**src/rtl/conv_acc_pkg.sv**
```systemverilog
// Shared constants and state encoding for the Conv_acc feed/accumulate path.
package conv_acc_pkg;

  localparam int DATA_W = 64;
  localparam int KSIZE  = 9;

  typedef enum logic [2:0] {
    IDLE       = 3'd0,
    LOAD_W     = 3'd1,
    WAIT_IMG   = 3'd2,
    STREAM_IMG = 3'd3,
    DONE       = 3'd4
  } feed_state_e;

endpackage

```
**src/rtl/conv_feed_seq_if.sv**
```systemverilog
// Valid/ready word stream from the DMA side into the feeder.
interface conv_feed_seq_if #(
  parameter int DATA_W = conv_acc_pkg::DATA_W
);
  logic [DATA_W-1:0] data;
  logic              valid;
  logic              ready;

  modport master (output data, output valid, input ready);
  modport slave  (input data, input valid, output ready);
endinterface

```
**src/rtl/conv_feed_fifo.sv**
```systemverilog
// First-word-fall-through FIFO; dout always shows the oldest stored word.
// Push when full and pop when empty are silently dropped.
module conv_feed_fifo #(
  parameter int DATA_W     = 64,
  parameter int FIFO_DEPTH = 16
) (
  input  logic                            clk,
  input  logic                            rst_n,
  input  logic                            push,
  input  logic                            pop,
  input  logic [DATA_W-1:0]               din,
  output logic [DATA_W-1:0]               dout,
  output logic [$clog2(FIFO_DEPTH):0]     count,
  output logic                            full,
  output logic                            empty
);

  localparam int AW = $clog2(FIFO_DEPTH);
  localparam int CW = AW + 1;

  logic [DATA_W-1:0] mem [FIFO_DEPTH];
  logic [AW-1:0]     wr_ptr;
  logic [AW-1:0]     rd_ptr;
  logic              push_ok;
  logic              pop_ok;

  assign full    = (count == CW'(FIFO_DEPTH));
  assign empty   = (count == '0);
  assign push_ok = push & ~full;
  assign pop_ok  = pop & ~empty;
  assign dout    = mem[rd_ptr];

  // Storage array; contents are don't-care until pointers say otherwise.
  always_ff @(posedge clk) begin
    if (push_ok) mem[wr_ptr] <= din;
  end

  // Pointers and occupancy; depth is a power of two so pointers wrap naturally.
  always_ff @(posedge clk or negedge rst_n) begin
    if (!rst_n) begin
      wr_ptr <= '0;
      rd_ptr <= '0;
      count  <= '0;
    end else begin
      if (push_ok) wr_ptr <= wr_ptr + AW'(1);
      if (pop_ok)  rd_ptr <= rd_ptr + AW'(1);
      case ({push_ok, pop_ok})
        2'b10:   count <= count + CW'(1);
        2'b01:   count <= count - CW'(1);
        default: count <= count;
      endcase
    end
  end

endmodule

```
**src/rtl/conv_feed_seq.sv**
```systemverilog
// Feeder for Conv_acc: buffers the DMA word stream and replays it as one
// weight burst followed by N image bursts, each burst on consecutive cycles.
module conv_feed_seq import conv_acc_pkg::*; #(
  parameter int FIFO_DEPTH = 16,
  parameter int WIN_W      = 16
) (
  input  logic              clk,
  input  logic              rst_n,
  input  logic              i_start,
  input  logic [WIN_W-1:0]  i_num_windows,
  conv_feed_seq_if.slave    s,
  output logic [DATA_W-1:0] o_Data,
  output logic              o_Data_valid,
  output logic              o_Weight_setup,
  output logic              o_busy,
  output logic              o_done
);

  localparam int ACC_W = WIN_W + 4;
  localparam int CNT_W = $clog2(FIFO_DEPTH) + 1;
  localparam int TAP_W = $clog2(KSIZE);

  feed_state_e       state;
  feed_state_e       next_state;
  logic [WIN_W-1:0]  n_reg;
  logic [WIN_W-1:0]  win_cnt;
  logic [WIN_W:0]    win_next;
  logic [TAP_W-1:0]  tap_cnt;
  logic [ACC_W-1:0]  acc_cnt;
  logic [ACC_W-1:0]  job_total;
  logic [DATA_W-1:0] fifo_dout;
  logic [CNT_W-1:0]  fifo_count;
  logic              fifo_full;
  logic              fifo_empty;
  logic              push;
  logic              pop;
  logic              burst_ready;
  logic              last_tap;
  logic              last_win;
  logic [DATA_W-1:0] data_nxt;
  logic              valid_nxt;
  logic              setup_nxt;

  assign burst_ready = (fifo_count >= CNT_W'(KSIZE));
  assign last_tap    = (tap_cnt == TAP_W'(KSIZE - 1));
  assign win_next    = {1'b0, win_cnt} + (WIN_W+1)'(1);
  assign last_win    = (win_next == {1'b0, n_reg});
  assign job_total   = ACC_W'(KSIZE) * (ACC_W'(n_reg) + ACC_W'(1));

  assign s.ready = (state != IDLE) & ~fifo_full & (acc_cnt < job_total);
  assign push    = s.valid & s.ready;

  // A burst only begins with a full kernel buffered, so once tap 0 is popped
  // the remaining taps are guaranteed to be present.
  always_comb begin
    pop = 1'b0;
    case (state)
      LOAD_W:     pop = ((tap_cnt != '0) | burst_ready) & ~fifo_empty;
      STREAM_IMG: pop = ~fifo_empty;
      default:    pop = 1'b0;
    endcase
  end

  conv_feed_fifo #(
    .DATA_W     (DATA_W),
    .FIFO_DEPTH (FIFO_DEPTH)
  ) u_fifo (
    .clk   (clk),
    .rst_n (rst_n),
    .push  (push),
    .pop   (pop),
    .din   (s.data),
    .dout  (fifo_dout),
    .count (fifo_count),
    .full  (fifo_full),
    .empty (fifo_empty)
  );

  // State register.
  always_ff @(posedge clk or negedge rst_n) begin
    if (!rst_n) state <= IDLE;
    else        state <= next_state;
  end

  // Sequencing of weight load, image bursts and the completion pulse.
  always_comb begin
    next_state = state;
    case (state)
      IDLE:       if (i_start) next_state = LOAD_W;
      LOAD_W:     if (pop && last_tap) next_state = (n_reg == '0) ? DONE : WAIT_IMG;
      WAIT_IMG:   if (burst_ready) next_state = STREAM_IMG;
      STREAM_IMG: if (last_tap) next_state = last_win ? DONE : WAIT_IMG;
      DONE:       next_state = IDLE;
      default:    next_state = IDLE;
    endcase
  end

  // Job length latch plus tap, window and accepted-word counters.
  always_ff @(posedge clk or negedge rst_n) begin
    if (!rst_n) begin
      n_reg   <= '0;
      win_cnt <= '0;
      tap_cnt <= '0;
      acc_cnt <= '0;
    end else if (state == IDLE && i_start) begin
      n_reg   <= i_num_windows;
      win_cnt <= '0;
      tap_cnt <= '0;
      acc_cnt <= '0;
    end else begin
      if (push) acc_cnt <= acc_cnt + ACC_W'(1);
      if (pop)  tap_cnt <= last_tap ? '0 : tap_cnt + TAP_W'(1);
      if (state == STREAM_IMG && last_tap) win_cnt <= win_next[WIN_W-1:0];
    end
  end

  // Next values for the Conv_acc-facing outputs; setup stays high until the
  // first image word and falls together with it.
  always_comb begin
    data_nxt  = '0;
    valid_nxt = 1'b0;
    setup_nxt = 1'b1;
    case (state)
      LOAD_W: begin
        if (pop) begin
          data_nxt  = fifo_dout;
          valid_nxt = 1'b1;
        end
      end
      WAIT_IMG:   setup_nxt = (win_cnt == '0);
      STREAM_IMG: begin
        data_nxt  = fifo_dout;
        valid_nxt = 1'b1;
        setup_nxt = 1'b0;
      end
      default: ;
    endcase
  end

  // Output register stage; everything lags the FSM by one cycle.
  always_ff @(posedge clk or negedge rst_n) begin
    if (!rst_n) begin
      o_Data         <= '0;
      o_Data_valid   <= 1'b0;
      o_Weight_setup <= 1'b1;
      o_busy         <= 1'b0;
      o_done         <= 1'b0;
    end else begin
      o_Data         <= data_nxt;
      o_Data_valid   <= valid_nxt;
      o_Weight_setup <= setup_nxt;
      o_busy         <= (state != IDLE);
      o_done         <= (state == DONE);
    end
  end

endmodule
```
**src/flat_wrapper.sv**
```systemverilog
// flat-port wrapper written by rule: the top's interface ports become plain ports
module conv_feed_seq_flat import conv_acc_pkg::*;
#(
  parameter int FIFO_DEPTH = 16,
  parameter int WIN_W      = 16
)
  (clk, rst_n, i_start, i_num_windows, o_Data, o_Data_valid, o_Weight_setup, o_busy, o_done, s_data, s_valid, s_ready);
  conv_feed_seq_if s_i ();
  input  logic clk;
  input  logic rst_n;
  input  logic i_start;
  input  logic [WIN_W-1:0] i_num_windows;
  output logic [DATA_W-1:0] o_Data;
  output logic o_Data_valid;
  output logic o_Weight_setup;
  output logic o_busy;
  output logic o_done;
  input wire logic [$bits(s_i.data)-1:0] s_data;
  input wire logic [$bits(s_i.valid)-1:0] s_valid;
  output wire logic [$bits(s_i.ready)-1:0] s_ready;
  assign s_i.data = s_data;
  assign s_i.valid = s_valid;
  assign s_ready = s_i.ready;
  conv_feed_seq #(.FIFO_DEPTH(FIFO_DEPTH), .WIN_W(WIN_W)) u_core (.clk(clk), .rst_n(rst_n), .i_start(i_start), .i_num_windows(i_num_windows), .s(s_i), .o_Data(o_Data), .o_Data_valid(o_Data_valid), .o_Weight_setup(o_Weight_setup), .o_busy(o_busy), .o_done(o_done));
endmodule
```
**config.mk**
```make
export PLATFORM = sky130hd
export DESIGN_NAME = conv_feed_seq_flat
export DESIGN_NICKNAME = d
export VERILOG_FILES = /design/src/rtl/conv_acc_pkg.sv /design/src/rtl/conv_feed_seq_if.sv /design/src/rtl/conv_feed_fifo.sv /design/src/rtl/conv_feed_seq.sv /design/src/flat_wrapper.sv
export SDC_FILE = /design/constraint.sdc
export NUM_CORES = 1
export LEC_CHECK = 0
export ABC_AREA = 1
export CORE_UTILIZATION = 55
export DETAILED_ROUTE_END_ITERATION = 16
export GPL_TIMING_DRIVEN = 0
export PLACE_DENSITY = 0.76
export SLEW_MARGIN = 20
export SYNTH_ARGS = -nofsm -noshare
export SYNTH_HDL_FRONTEND = slang
export SYNTH_HIERARCHICAL = 1
export SYNTH_SLANG_ARGS = --single-unit
```
**constraint.sdc**
```tcl
create_clock -name clk -period 21.6 [get_ports clk]
set_input_delay 4.32 -clock clk [delete_from_list [all_inputs] [get_ports clk]]
set_output_delay 4.32 -clock clk [all_outputs]
set_load 0.02 [all_outputs]
```
# --- Yosys cells after proc, flatten, opt, wreduce, memory -nomap -nowiden ---
# Memories as Yosys holds them, arrays and structs flattened.
# Index checks and enable logic that the tools add are counted.
classes:
  add_sub_neg: 8
  mul: 1
  order_cmp: 2
  n_eq_ne: 13
  n_mux: 23
  n_bitwise: 9
  reduce_logical: 14
op_table:
  columns: ["operator", "n"]
  rows:
  - ["case mux 64 bit (2 select lines)", 1]
  - ["two-way mux 64 bit", 1]
  - ["two-way mux 20 bit", 2]
  - ["adder 16 x 1 -> 17 bit (second input constant)", 2]
  - ["logical NOT 16 bit", 2]
  - ["two-way mux 16 bit", 2]
  - ["adder 20 x 1 -> 20 bit (second input constant)", 1]
  - ["less-than comparator 20 bit", 1]
  - ["multiplier 4 x 20 -> 20 bit (first input constant)", 1]
  - ["two-way mux 3 bit", 6]
  - ["equality test 17 x 16 -> 1 bit", 1]
  - ["adder 4 x 1 -> 4 bit (second input constant)", 3]
  - ["two-way mux 4 bit", 3]
  - ["case mux 3 bit (4 select lines)", 1]
  - ["case mux 5 bit (2 select lines)", 1]
  - ["nonzero test 2 bit", 4]
  - ["AND 1 bit", 6]
  - ["equality test 3 x 2 -> 1 bit (second input constant)", 2]
  - ["!= test 2 x 1 -> 1 bit (second input constant)", 3]
  - ["case mux 1 bit (2 select lines)", 3]
  - ["adder 5 x 1 -> 5 bit (second input constant)", 1]
  - ["equality test 5 bit (second input constant)", 1]
  - ["greater-or-equal comparator 5 x 4 -> 1 bit (second input constant)", 1]
  - ["logical NOT 5 bit", 1]
  - ["15 further kinds", 20]
word_totals:
  register_bits: 140
  ram_bits: 1024
  in_bits: 84
  output_inout_bits: 69
  word_cells: 84
  mem_count: 1
memory_table:
  columns: ["memory", "depth", "word_bits", "read_ports", "rd_clocked_by_memory_dff", "wr", "line_no", "rtl"]
  rows:
  - ["u_core.u_fifo.mem", 16, 64, 1, 0, 1, "conv_feed_fifo.sv:21", "logic [DATA_W-1:0] mem [FIFO_DEPTH];"]

# --- Depth between registers and ports, before layout ---
depth:
  depth_word: 8
  mapped_depth: 45

# --- Hierarchy ---
# The synthesis kept the hierarchy.
modules_own_cells:
  columns: ["module", "n_inst", "cells_each", "area_per_inst_um2"]
  rows:
  - ["conv_feed_fifo", 1, 4101, 43629.3]
  - ["conv_feed_seq", 1, 966, 7644.8]

# --- Worst setup path after synthesis ---
# OpenSTA, ideal clock, no wires.
synth_timing:
  path_type: "input to register"
  startpoint: "input s_valid"
  endpoint: "memory u_core.u_fifo.mem[0][0], enable pin"
  arrival_time_ns: 7.742
  path_slack_ns: 13.371
  cell_stages: 7
  path_buffers: 1
  cell_sequence: "nand2_1 > inv_2 > buf_2 > nand2_1 > inv_1 > nand2_1 > nor2_1"
synth_between:
  elab_chain_cells: 4
synth_rtl:
  columns: ["element", "line_no", "rtl"]
  rows:
  - ["from (decl)", "flat_wrapper.sv:19", "input wire logic [$bits(s_i.valid)-1:0] s_valid;"]
  - ["AND 1 bit", "conv_feed_seq.sv:51", "assign push = s.valid & s.ready;"]
  - ["named net u_core.push", "conv_feed_seq.sv:35", "logic push;"]
  - ["AND 1 bit", "conv_feed_fifo.sv:29", "assign push_ok = push & ~full;"]
  - ["two-way mux 1 bit", "conv_feed_fifo.sv:35", "if (push_ok) mem[wr_ptr] <= din;"]
  - ["two-way mux 1 bit (not written as such)", "conv_feed_fifo.sv:35", null]
  - ["to (decl)", "conv_feed_fifo.sv:21", null]
# The timed path passes the listed nets, and every way through them passes these cells.

# --- Final worst setup path ---
layout_timing:
  startpoint: "register u_core.n_reg[3]"
  endpoint: "output s_ready"
layout_between:
  elab_chain_cells: 4
layout_rtl:
  columns: ["element", "line_no", "rtl"]
  rows:
  - ["from (decl)", "conv_feed_seq.sv:25", "logic [WIN_W-1:0] n_reg;"]
  - ["from (signal assigned)", "conv_feed_seq.sv:106", "n_reg <= i_num_windows;"]
  - ["adder 16 x 1 -> 17 bit", "conv_feed_seq.sv:48", "assign job_total = ACC_W'(KSIZE) * (ACC_W'(n_reg) + ACC_W'(1));"]
  - ["multiplier 4 x 20 -> 20 bit", "conv_feed_seq.sv:48", null]
  - ["less-than comparator 20 bit", "conv_feed_seq.sv:50", "assign s.ready = (state != IDLE) & ~fifo_full & (acc_cnt < job_total);"]
  - ["AND 1 bit", "conv_feed_seq.sv:50", null]
  - ["to (decl)", "flat_wrapper.sv:20", "output wire logic [$bits(s_i.ready)-1:0] s_ready;"]
# Every way passes these cells.

==> impl_results.html <==
<table>
<tr><th>Metric</th><th>Value</th></tr>
<tr><th colspan="2">Logic synthesis</th></tr>
<tr><td>Mapped Cells</td><td>5,067</td></tr>
<tr><td>Prevailing post-synth register cell</td><td>edfxtp_1</td></tr>
<tr><td>Synthesized cell area</td><td>0.0513 mm2</td></tr>
<tr><td>EDFF count, synth</td><td>1,024</td></tr>
<tr><td>Net count after synthesis</td><td>5,211</td></tr>
<tr><td>Part of the Yosys area used for sequential elements</td><td>0.668</td></tr>
<tr><td>Yosys reg bits</td><td>1,164</td></tr>
<tr><td>Warnings, synthesis</td><td>6</td></tr>
<tr><td>Cell type contributing the most total cell area after synthesis</td><td>edfxtp_1</td></tr>
<tr><td>Synth top area cells</td><td>edfxtp_1 60%, nand2_1 13%, dfrtp_1 6.8%</td></tr>
<tr><td>Synth cell types</td><td>46</td></tr>
<tr><td>Proportion of synthesized flip-flops having asynchronous set or reset</td><td>0.120</td></tr>
<tr><td>Post-Syn Area per Cell</td><td>10.1 um2</td></tr>
<tr><td>Area share of the largest cell type after synthesis</td><td>0.600</td></tr>
<tr><th colspan="2">CTS</th></tr>
<tr><td>Clock tree from TritonCTS</td><td>yes</td></tr>
<tr><td>Post-CTS setup repair buffer count</td><td>0</td></tr>
<tr><td>Number of clock buffers inserted by TritonCTS</td><td>116</td></tr>
<tr><td>Clk sinks</td><td>1,164</td></tr>
<tr><td>H-Tree Depth</td><td>3</td></tr>
<tr><td>CTS resizes</td><td>0</td></tr>
<tr><td>Clock-pin slew of the registers on the worst-case setup and hold paths</td><td>0.06 ns</td></tr>
<tr><td>Cts-stage hold buffer count</td><td>0</td></tr>
<tr><td>Clock Path Buffers</td><td>3</td></tr>
<tr><td>Clock Root Buffer</td><td>clkbuf_16</td></tr>
<tr><td>Clock insertion delay at the later pin of the skew report</td><td>0.70 ns</td></tr>
<tr><th colspan="2">Final layout</th></tr>
<tr><td>Most frequent standard cell in the layout excluding fill and tap cells</td><td>nand2_1</td></tr>
<tr><td>Relative area change from synthesis to final layout</td><td>15.8%</td></tr>
<tr><td>Post-Route Utilization</td><td>0.646</td></tr>
<tr><td>Top Registers</td><td>u_core/u_fifo/mem: 1024 flops, u_core/o_Data: 64 flops, u_core/acc_cnt: 20 flops</td></tr>
<tr><td>Commonest non-fill, non-tap cells in the layout</td><td>1,802 x nand2_1, 1,024 x edfxtp_1, 542 x inv_1, 521 x nor2_1, 476 x nand3_1</td></tr>
<tr><td>Largest register by flop count</td><td>u_core/u_fifo/mem</td></tr>
<tr><td>Number of nets at the end of the flow</td><td>5,530</td></tr>
<tr><td>Flip-flop count of the largest register, all copies and words added</td><td>1,024</td></tr>
<tr><td>Fillers</td><td>6,775</td></tr>
<tr><td>Share of layout cells above drive strength 1</td><td>0.0840</td></tr>
<tr><td>Area of all placed cells without fillers</td><td>0.0594 mm2</td></tr>
<tr><td>Final standard cell count with taps included and fillers excluded</td><td>6,737</td></tr>
<tr><th colspan="2">Pwr</th></tr>
<tr><td>Leak Pwr</td><td>25.1 nW</td></tr>
<tr><td>PwrDens</td><td>140 mW/mm2</td></tr>
<tr><td>Combinational share of power</td><td>0.420</td></tr>
<tr><td>Fraction of power consumed by the clock network</td><td>0.238</td></tr>
<tr><td>Part of the power in registers</td><td>0.342</td></tr>
<tr><td>Switch share</td><td>0.402</td></tr>
<tr><td>Worst VDD drop</td><td>88.8 uV</td></tr>
<tr><td>Internal Pwr Total</td><td>4.97 mW</td></tr>
<tr><td>Final Total Pwr</td><td>8.32 mW</td></tr>
<tr><td>Net switching power of the design</td><td>3.35 mW</td></tr>
<tr><th colspan="2">GRT</th></tr>
<tr><td>Total congestion overflow</td><td>0</td></tr>
<tr><td>Vias in the first global route</td><td>35,400</td></tr>
<tr><td>Largest net degree at the start of global routing</td><td>78</td></tr>
<tr><td>Global-route total usage across every layer</td><td>0.285</td></tr>
<tr><td>Antenna violations before repair</td><td>6</td></tr>
<tr><td>First-pass GRT wire length</td><td>204 mm</td></tr>
<tr><th colspan="2">Floorplan</th></tr>
<tr><td>Area of the die</td><td>0.0945 mm2</td></tr>
<tr><td>Die extent in y</td><td>307 um</td></tr>
<tr><td>Core region area</td><td>0.0919 mm2</td></tr>
<tr><td>Site row count</td><td>111</td></tr>
<tr><td>Initial core utilization</td><td>0.558</td></tr>
<tr><td>I/O Pins</td><td>153</td></tr>
<tr><td>Horizontal die dimension</td><td>307 um</td></tr>
<tr><th colspan="2">Place</th></tr>
<tr><td>Placer Congestion</td><td>0.901</td></tr>
<tr><td>Post-DP HPWL</td><td>91.1 mm</td></tr>
<tr><td>Dpl ws</td><td>12.01 ns</td></tr>
<tr><td>Number of I/O port buffers</td><td>152</td></tr>
<tr><td>Area post-placement</td><td>0.0556 mm2</td></tr>
<tr><td>Cell Count Post-Placement</td><td>6,511</td></tr>
<tr><th colspan="2">Timing</th></tr>
<tr><td>Actual transition at the worst max-transition pin</td><td>0.823 ns</td></tr>
<tr><td>Final hold violation count</td><td>0</td></tr>
<tr><td>Achievable clock frequency</td><td>97.2 MHz</td></tr>
<tr><td>Total negative setup slack</td><td>0 ns</td></tr>
<tr><td>RSZ-0062 raised after global routing</td><td>false</td></tr>
<tr><td>Final max-slew violation count</td><td>0</td></tr>
<tr><td>Worst hold margin</td><td>0.474 ns</td></tr>
<tr><td>Max_slew headroom</td><td>0.451</td></tr>
<tr><td>Total of endpoints with negative setup slack in the final report</td><td>0</td></tr>
<tr><td>Minimum period implied by the final worst setup slack</td><td>10.29 ns</td></tr>
<tr><td>PnR worst setup slack</td><td>11.31 ns</td></tr>
<tr><td>Setup clock skew after layout</td><td>0.0250 ns</td></tr>
<tr><td>Final worst-path cycle share</td><td>0.476</td></tr>
<tr><th colspan="2">Routing</th></tr>
<tr><td>DRC violation count after routing</td><td>0</td></tr>
<tr><td>First-iteration detailed-routing DRC count</td><td>4,217</td></tr>
<tr><td>Post-detailed-route wirelength per cell</td><td>20.0 um</td></tr>
<tr><td>Via count</td><td>36,800</td></tr>
<tr><td>Routed WL</td><td>135 mm</td></tr>
<tr><td>Average via count per standard cell</td><td>5.46</td></tr>
<tr><td>Pre-antenna DRT Iters</td><td>6</td></tr>
<tr><td>DRT antenna net count</td><td>0</td></tr>
<tr><th colspan="2">Critical path</th></tr>
<tr><td>Highest cell delay on the worst timing path</td><td>0.67 ns</td></tr>
<tr><td>Critical path class</td><td>reg2out</td></tr>
<tr><td>Data arrival time at the worst-slack endpoint</td><td>5.97 ns</td></tr>
<tr><td>Setup crit end kind</td><td>primary output</td></tr>
<tr><td>Cell seen most often among critical-path stages</td><td>nand2_1</td></tr>
<tr><td>Crit start category</td><td>register</td></tr>
<tr><td>Worst Path Max Fanout</td><td>6</td></tr>
<tr><td>Max stage delay cell, worst path</td><td>clkdlybuf4s50_1</td></tr>
<tr><td>Worst EP required</td><td>17.28 ns</td></tr>
<tr><th colspan="2">Status</th></tr>
<tr><td>Outcome</td><td>complete, no violations</td></tr>
<tr><th colspan="2">Worst hold path</th></tr>
<tr><td>Type of the worst min-delay path</td><td>reg2reg</td></tr>
<tr><th colspan="2">Flow run</th></tr>
<tr><td>Number of max-cap violations</td><td>0</td></tr>
</table>
[worst paths after layout]
path / start / end / slack [ns] / cells past startpoint
worst max-delay path: u_core/n_reg[3]$_DFFE_PN0P_ / s_ready / 11.31 / 25
worst min-delay path: u_core/state[0]$_DFFE_PN0P_ / u_core/o_done$_DFF_PN0_ / 0.47 / 1
worst max register to register: u_core/n_reg[3]$_DFFE_PN0P_ / u_core/u_fifo/mem[7][48]$_DFFE_PP_ / 14.30 / 34
worst min register to register: u_core/state[0]$_DFFE_PN0P_ / u_core/o_done$_DFF_PN0_ / 0.47 / 1
max in group asynchronous: rst_n / u_core/o_Data[38]$_DFF_PN0_ / 17.11 / 2
min in group asynchronous: rst_n / u_core/acc_cnt[15]$_DFFE_PN0P_ / 3.63 / 1
[layer usage]
layer,vias to the layer above,global-route usage,routed length [um]
met5,-,0,25
met4,4,0.123,5680
met3,296,0.0376,11700
met2,1776,0.472,64300
met1,17700,0.380,53000
li1,17100,-,-
[cells by family after synthesis]
group / count (synthesis) / share of synthesized area
DFF: 1164 / 0.668
buffers and inverters: 781 / 0.0660
xor gates and xnor gates: 59 / 0.0105
adders and majority gates: 60 / 0.0149
AOI/OAI and AO/OA: 101 / 0.0107
and+or+nand+nor: 2902 / 0.230
[power groups by stage]
stage | sequential [mW] | combinational (mW) | clock (mW)
floorplan | 2.95 | 2.14 | 0
CTS | 2.84 | 3.47 | 2.00
global placement | 2.91 | 3.27 | 0
global route | 2.86 | 3.85 | 2.09
detailed placement | 2.88 | 3.44 | 0
finish | 2.84 | 3.50 | 1.98
[cells in the mapped netlist (8+ instances only)]
| master | instances |
|---|---|
| nand2_1 | 1802 |
| clkbuf_1 | 39 |
| ha_1 | 58 |
| xor2_1 | 43 |
| buf_1 | 10 |
| nor2_2 | 10 |
| buf_2 | 91 |
| inv_2 | 16 |
| o21ai_0 | 24 |
| nor2_1 | 537 |
| nand3_1 | 476 |
| inv_1 | 542 |
| a21oi_1 | 45 |
| buf_6 | 8 |
| nor3_1 | 13 |
| o22ai_1 | 14 |
| nand3b_1 | 13 |
| xnor2_1 | 13 |
| nand4_1 | 28 |
| buf_4 | 74 |
| dfrtp_1 | 139 |
| edfxtp_1 | 1024 |
[critical path, delay by kind of cell, from the launching register on]
kind	cells	cell delay, ns
simple gates	13	1.84
fa+ha+maj	3	0.91
buf+inv	4	0.89
compound gates	3	0.72
flops	1	0.47
xor+xnor	2	0.43
[area by class of cell]
class                           count  area, um2  area share
Clock inverter                     66        603      0.0102
Timing Repair Buffer              201       2650      0.0446
Multi-Input combinational cell   3122      13800       0.232
Inverter                          559       2100      0.0353
Buffer                            222       1280      0.0216
Clock buffer                      154       3170      0.0534
Tap cell                         1243       1560      0.0262
Antenna cell                        6       15.0    0.000253
Sequential cell                  1164      34300       0.577
Note: power is estimated with default switching activity, not from simulation.
